## src/rtl/shader_spi_pkg.sv

```systemverilog
// Shared types and constants for the shader SPI front-end.
// Command codes, command-FSM states and the byte width used across the block.
package shader_spi_pkg;

  localparam int BYTE_BITS = 8;

  typedef enum logic [7:0] {
    CMD_NOP        = 8'h00,
    CMD_WRITE_USER = 8'h01,
    CMD_READ_USER  = 8'h02,
    CMD_SHIFT      = 8'h03
  } cmd_e;

  typedef enum logic [1:0] {
    ST_CMD,
    ST_WR_USER,
    ST_RD_USER
  } state_e;

endpackage

```

## src/rtl/shader_spi_frontend_sync_ff.sv

```systemverilog
// Single-bit multi-flop synchroniser bringing an asynchronous pin into clk_i.
// RESET_VAL lets each pin start from its idle level.
module sync_ff #(
  parameter int   STAGES    = 2,
  parameter logic RESET_VAL = 1'b0
) (
  input  logic clk_i,
  input  logic rst_i,
  input  logic d_i,
  output logic q_o
);

  logic [STAGES-1:0] sync_q;

  always_ff @(posedge clk_i) begin
    if (rst_i) begin
      sync_q <= {STAGES{RESET_VAL}};
    end else begin
      sync_q <= {sync_q[STAGES-2:0], d_i};
    end
  end

  assign q_o = sync_q[STAGES-1];

endmodule

```

## src/rtl/shader_spi_frontend.sv

```systemverilog
// SPI slave front-end: assembles MOSI bytes in the pixel clock domain and turns them
// into user-register commands (command mode) or shader-memory load/shift pulses (data mode).
module shader_spi_frontend
  import shader_spi_pkg::*;
#(
  parameter int                  REG_SIZE    = 6,
  parameter logic [REG_SIZE-1:0] REG_DEFAULT = 6'd42,
  parameter int                  SYNC_STAGES = 2
) (
  input  logic                 clk_i,
  input  logic                 rst_i,
  input  logic                 spi_sclk_i,
  input  logic                 spi_mosi_i,
  input  logic                 spi_cs_i,
  output logic                 spi_miso_o,
  input  logic                 mode_i,
  output logic [BYTE_BITS-1:0] memory_instr_o,
  output logic                 memory_load_o,
  output logic                 memory_shift_o,
  output logic [REG_SIZE-1:0]  user_o
);

  logic sclk_s, mosi_s, cs_s;

  sync_ff #(.STAGES(SYNC_STAGES), .RESET_VAL(1'b0)) u_sync_sclk (
    .clk_i(clk_i), .rst_i(rst_i), .d_i(spi_sclk_i), .q_o(sclk_s)
  );
  sync_ff #(.STAGES(SYNC_STAGES), .RESET_VAL(1'b0)) u_sync_mosi (
    .clk_i(clk_i), .rst_i(rst_i), .d_i(spi_mosi_i), .q_o(mosi_s)
  );
  sync_ff #(.STAGES(SYNC_STAGES), .RESET_VAL(1'b1)) u_sync_cs (
    .clk_i(clk_i), .rst_i(rst_i), .d_i(spi_cs_i), .q_o(cs_s)
  );

  logic                 sclk_prev_q, cs_prev_q;
  logic                 fall_q, rise_q, mosi_q;
  logic [2:0]           bit_cnt_q;
  logic [BYTE_BITS-1:0] rx_q;
  logic                 byte_valid_q;
  logic [BYTE_BITS-1:0] tx_q;
  logic                 miso_q;
  state_e               state_q;
  logic [REG_SIZE-1:0]  user_q;
  logic [BYTE_BITS-1:0] instr_q;
  logic                 load_q, shift_q;

  logic cs_rise;
  assign cs_rise = cs_s & ~cs_prev_q;

  // Edges are registered one extra stage so MOSI is captured alongside the SCLK edge
  // it belongs to; the byte then takes one more cycle to turn into an output pulse.
  always_ff @(posedge clk_i) begin
    if (rst_i) begin
      sclk_prev_q  <= 1'b0;
      cs_prev_q    <= 1'b1;
      fall_q       <= 1'b0;
      rise_q       <= 1'b0;
      mosi_q       <= 1'b0;
      bit_cnt_q    <= 3'd0;
      rx_q         <= '0;
      byte_valid_q <= 1'b0;
      tx_q         <= '0;
      miso_q       <= 1'b0;
      state_q      <= ST_CMD;
      user_q       <= REG_DEFAULT;
      instr_q      <= '0;
      load_q       <= 1'b0;
      shift_q      <= 1'b0;
    end else begin
      sclk_prev_q  <= sclk_s;
      cs_prev_q    <= cs_s;
      fall_q       <= sclk_prev_q & ~sclk_s & ~cs_s;
      rise_q       <= ~sclk_prev_q & sclk_s & ~cs_s;
      mosi_q       <= mosi_s;
      byte_valid_q <= 1'b0;
      load_q       <= 1'b0;
      shift_q      <= 1'b0;

      if (cs_s) begin
        bit_cnt_q <= 3'd0;
      end else if (fall_q) begin
        rx_q         <= {rx_q[BYTE_BITS-2:0], mosi_q};
        bit_cnt_q    <= bit_cnt_q + 3'd1;
        byte_valid_q <= (bit_cnt_q == 3'd7);
      end

      // MISO presents the current MSB on each rising edge, then the register moves on.
      if (cs_s) begin
        miso_q <= 1'b0;
      end else if (rise_q) begin
        miso_q <= (state_q == ST_RD_USER) & tx_q[BYTE_BITS-1];
        tx_q   <= {tx_q[BYTE_BITS-2:0], 1'b0};
      end

      if (cs_rise) begin
        state_q <= ST_CMD;
        tx_q    <= '0;
      end else if (byte_valid_q) begin
        if (mode_i) begin
          instr_q <= rx_q;
          load_q  <= 1'b1;
          shift_q <= 1'b1;
        end else begin
          case (state_q)
            ST_CMD: begin
              case (rx_q)
                CMD_NOP:        ;
                CMD_WRITE_USER: state_q <= ST_WR_USER;
                CMD_READ_USER: begin
                  tx_q    <= BYTE_BITS'(user_q);
                  state_q <= ST_RD_USER;
                end
                CMD_SHIFT:      shift_q <= 1'b1;
                default:        ;
              endcase
            end
            ST_WR_USER: begin
              user_q  <= rx_q[REG_SIZE-1:0];
              state_q <= ST_CMD;
            end
            ST_RD_USER: begin
              tx_q    <= '0;
              miso_q  <= 1'b0;
              state_q <= ST_CMD;
            end
            default: state_q <= ST_CMD;
          endcase
        end
      end
    end
  end

  assign spi_miso_o     = miso_q;
  assign memory_instr_o = instr_q;
  assign memory_load_o  = load_q;
  assign memory_shift_o = shift_q;
  assign user_o         = user_q;

endmodule

```

## config.mk

```make
export PLATFORM = sky130hd
export DESIGN_NAME = shader_spi_frontend
export DESIGN_NICKNAME = d
export VERILOG_FILES = /design/src/rtl/shader_spi_pkg.sv /design/src/rtl/shader_spi_frontend_sync_ff.sv /design/src/rtl/shader_spi_frontend.sv
export SDC_FILE = /design/constraint.sdc
export NUM_CORES = 1
export LEC_CHECK = 0
export CORE_MARGIN = 1
export CORE_UTILIZATION = 48
export CTS_CLUSTER_DIAMETER = 30
export DETAILED_ROUTE_END_ITERATION = 10
export HOLD_SLACK_MARGIN = 0.02
export PLACE_DENSITY = 0.8
export SLEW_MARGIN = 30
export SYNTH_ARGS = -nofsm -noshare
export SYNTH_HDL_FRONTEND = slang
export SYNTH_SLANG_ARGS = --single-unit
```

## constraint.sdc

```tcl
create_clock -name clk_i -period 1.3 [get_ports clk_i]
set_input_delay 0.26 -clock clk_i [delete_from_list [all_inputs] [get_ports clk_i]]
set_output_delay 0.26 -clock clk_i [all_outputs]
set_load 0.02 [all_outputs]
```

==> results.md <==
- Reg area: 1010 µm²
- GP Congestion: 0.761
- First-pass GRT wire length: 6.24 mm
- Maximum clock path buffer count: 2
- FMAX: 679 MHz
- Min-Delay Path Class: flop to flop
- DR WL/cell: 14.1 µm
- Share of layout cells above drive strength 1: 0.245
- R2R depth: 4
- FP Rows: 22
- Area of the multi-input gates: 856 µm²
- Syn Inst Count: 179
- DR top layer: met4
- TritonCTS clock tree: yes
- Largest net degree at the start of global routing: 26
- Initial core utilization: 0.504
- Yosys warnings: 0
- Netlist Area Pre-Place: 1870 µm²
- Root buffer cell: clkbuf_8
- Adder-Cell Fraction of Synth Area: 0.0134
- Die Area: 4160 µm²
- Post-Place Cell Area: 2330 µm²
- Synth top area cells: dfxtp_1, mux2i_1, nor2_1
- Clk slew on worst S/H paths: 0.09 ns
- Sequential share of the synthesized area: 0.534
- Slew @ Worst Pin: 0.438 ns
- Crit path DAT: 1.72 ns
- Net Count, Synth: 187
- WP data required: 1.54 ns
- Worst setup SP type: flop
- Post-route DRC: 0
- Num CTS Buffers: 5
- Drt pass-1 iters: 4
- Worst-skew pair later-pin latency: 0.30 ns
- Via count: 1412
- Die Span Y: 64.5 µm
- Synth Area in Compound Gates: 0.0888
- Clock sinks: 50
- Max Slew Vio Count: 0
- Boundary pin count: 23
- Fin crit share: 1.13
- Average cell area after synthesis: 10.5 µm²
- Failing checks: setup timing
- ANT nets after route: 0
- Crit Path Class: flop to flop
- Register share of total power: 0.568
- Synth Area in Simple Gates: 0.197
- Xor/xnor cell area share of the yosys netlist: 0.00467
- Die X-Extent: 64.5 µm
- Max_cap viols: 0
- Setup crit start: rx_q[2]$_SDFFE_PP0P_
- Dpl hpwl: 2.60 mm
- Fin cells: 277
- Leakage: 0.00107 µW
- Vias in the first global route: 1388
- Top-area cell type share of the netlist area: 0.534
- Switch Pwr: 566 µW
- Clock share of power: 0.404
- PwrDens: 1090 nW/µm²
- Core area: 3720 µm²
- H-Tree Level Count: 2
- R2R setup slack: -0.17 ns
- Inserted Diodes: 0
- WL met1: 1.69 mm
- Routed WL: 3.90 mm
- Critical hold path startpoint: u_sync_cs.sync_q[0]$_SDFF_PP1_
- Hold_buf cts: 0
- Max FO, Critical Path: 3
- Critical path endpoint: state_q[1]$_SDFFE_PP0P_
- Setup TNS: -1.40 ns
- Library cells used by synthesis: 30
- Total global routing overflow: 0
- Combinational share of power: 0.029
- Clock Skew: 0.00419 ns
- Fillcell total: 289
- Worst VDD drop: 0.738 mV
- Met2 Wirelength: 1.97 mm
- Final Cell Area: 2490 µm²
- Dpl cells: 265
- Met3 wire length: 168 µm
- Initial antenna violation count: 0
- # setup viols final: 10
- Post-synth top area cell: dfxtp_1
- Final WS setup: -0.173 ns
- Final hold vios: 0
- Area delta synth->final: 33.1%
- Reg-to-Reg End: state_q[1]$_SDFFE_PP0P_
- Setup crit end kind: flop
- Mux contribution to synthesized area: 0.134
- IO Port Bufs: 22
- Int Pwr: 2160 µW
- Worst reg2reg path startpoint: rx_q[2]$_SDFFE_PP0P_
- Largest family of logic cells by synthesized area: simple AND/OR/NAND/NOR gates
- Switching share of total power: 0.208
- Tmin final: 1.47 ns
- Status: complete, but fails checks
- Slew HR: 0.707
- Vias per inst: 5.10
- First DRT Iteration DRCs: 68
- Unrepaired setup endpoints after global routing: yes
- FF+latch count, synth: 50
- GR Util All Layers: 0.200
- Nets: 236
[final cells by class]
type,count,share of cell area
well taps,48,0.0241
inverters,5,0.00752
repair buffers,50,0.177
multi-input cells,116,0.343
clock buffers,5,0.0276
flip-flops and latches,50,0.404
clock inverters,3,0.0176
[cell usage after synthesis]
cell type / instances
o31ai_4: 1
inv_1: 5
nor3_1: 2
o2bb2ai_1: 6
ha_1: 2
or3_1: 1
nor2_1: 31
a21oi_2: 1
nand4_2: 1
buf_1: 1
nor3b_1: 2
o2111a_1: 1
o211a_1: 1
dfxtp_1: 50
nand4bb_1: 1
nor2b_1: 8
nand2_1: 9
clkbuf_1: 3
buf_2: 4
a211o_1: 3
xnor2_1: 1
and3_1: 3
a31oi_1: 1
nand2b_1: 5
or2_2: 2
nor4_4: 2
nor4b_1: 1
o21ai_0: 1
mux2i_1: 25
a21oi_1: 5
[per-stage QoR]
stage	power, µW	hold WS (ns)	util	setup slack, ns
floorplan	1620	0.364	-	-0.0793
global placement	1650	0.394	0.627	-0.319
detailed placement	1650	0.409	0.627	-0.358
CTS	2740	0.430	0.670	-0.171
global route	2820	0.435	0.671	-0.237
finish	2720	0.423	0.671	-0.173
[metal layers]
metal,track usage,vias to the layer above
met5,0,-
met2,0.349,40
met4,0.0889,0
met3,0.0440,8
met1,0.234,655
li1,-,709
[state kept, by name, summed over array words and instances, names as in the netlist, 3 cells and up]
name            flops
memory_instr_o      8
bit_cnt_q           3
user_o              6
rx_q                8
tx_q                8
[logic make-up after synthesis]
family / count (synthesis)
AND/OR/NAND/NOR: 68
flip-flops: 50
multiplexers: 25
AO/OA/AOI/OAI: 20
buffers and inverters: 13
adder cells (fa/ha/maj): 2
XOR/XNOR: 1
[worst min path at each step]
stage | end | cells after the start
6_report | u_sync_cs.sync_q[1]$_SDFF_PP1_ | 1
5_1_grt | u_sync_cs.sync_q[1]$_SDFF_PP1_ | 1
4_1_cts | u_sync_cs.sync_q[1]$_SDFF_PP1_ | 1
3_5_place_dp | u_sync_cs.sync_q[1]$_SDFF_PP1_ | 1
3_3_place_gp | u_sync_cs.sync_q[1]$_SDFF_PP1_ | 1
2_1_floorplan | u_sync_cs.sync_q[0]$_SDFF_PP1_ | 1
[cell usage in the layout (no fill, tap or decap), drive strengths merged, types with 2 or more instances in the layout]
master and instances:
a211o 3, nor4 2, and3 3, inv 6
clkdlybuf4s50 4, buf 28, or2 2, ha 2
nand2 9, a21oi 6, dlygate4sd2 13, o2bb2ai 6
clkdlybuf4s15 3, dfxtp 50, nor3b 2, clkbuf 7
mux2i 25, nand2b 5, nor3 2, nor2 31
nor2b 8
[critical path: stages, from the launching register on]
cell and delay [ns]:
dfxtp_2 0.35, nor4_4 0.33, nand4_2 0.18, or3_1 0.42, a21oi_2 0.14
[power groups by stage]
stage / clock network (µW) / registers, µW / logic, µW
4_1_cts: 1120 / 1550 / 77.2
3_3_place_gp: 0 / 1580 / 69.9
5_1_grt: 1190 / 1550 / 83.5
6_report: 1100 / 1550 / 78.1
2_1_floorplan: 0 / 1580 / 34.6
3_5_place_dp: 0 / 1580 / 72.0
[timing repair]
action / CTS / global route
buffers inserted: 5 / 1
endpoints found under the setup margin: 30 / 22
pin swaps: 7 / 2
gates cloned: 0 / 0
resized for setup: 28 / 12
No activity file was read; power rests on OpenSTA's default activity.
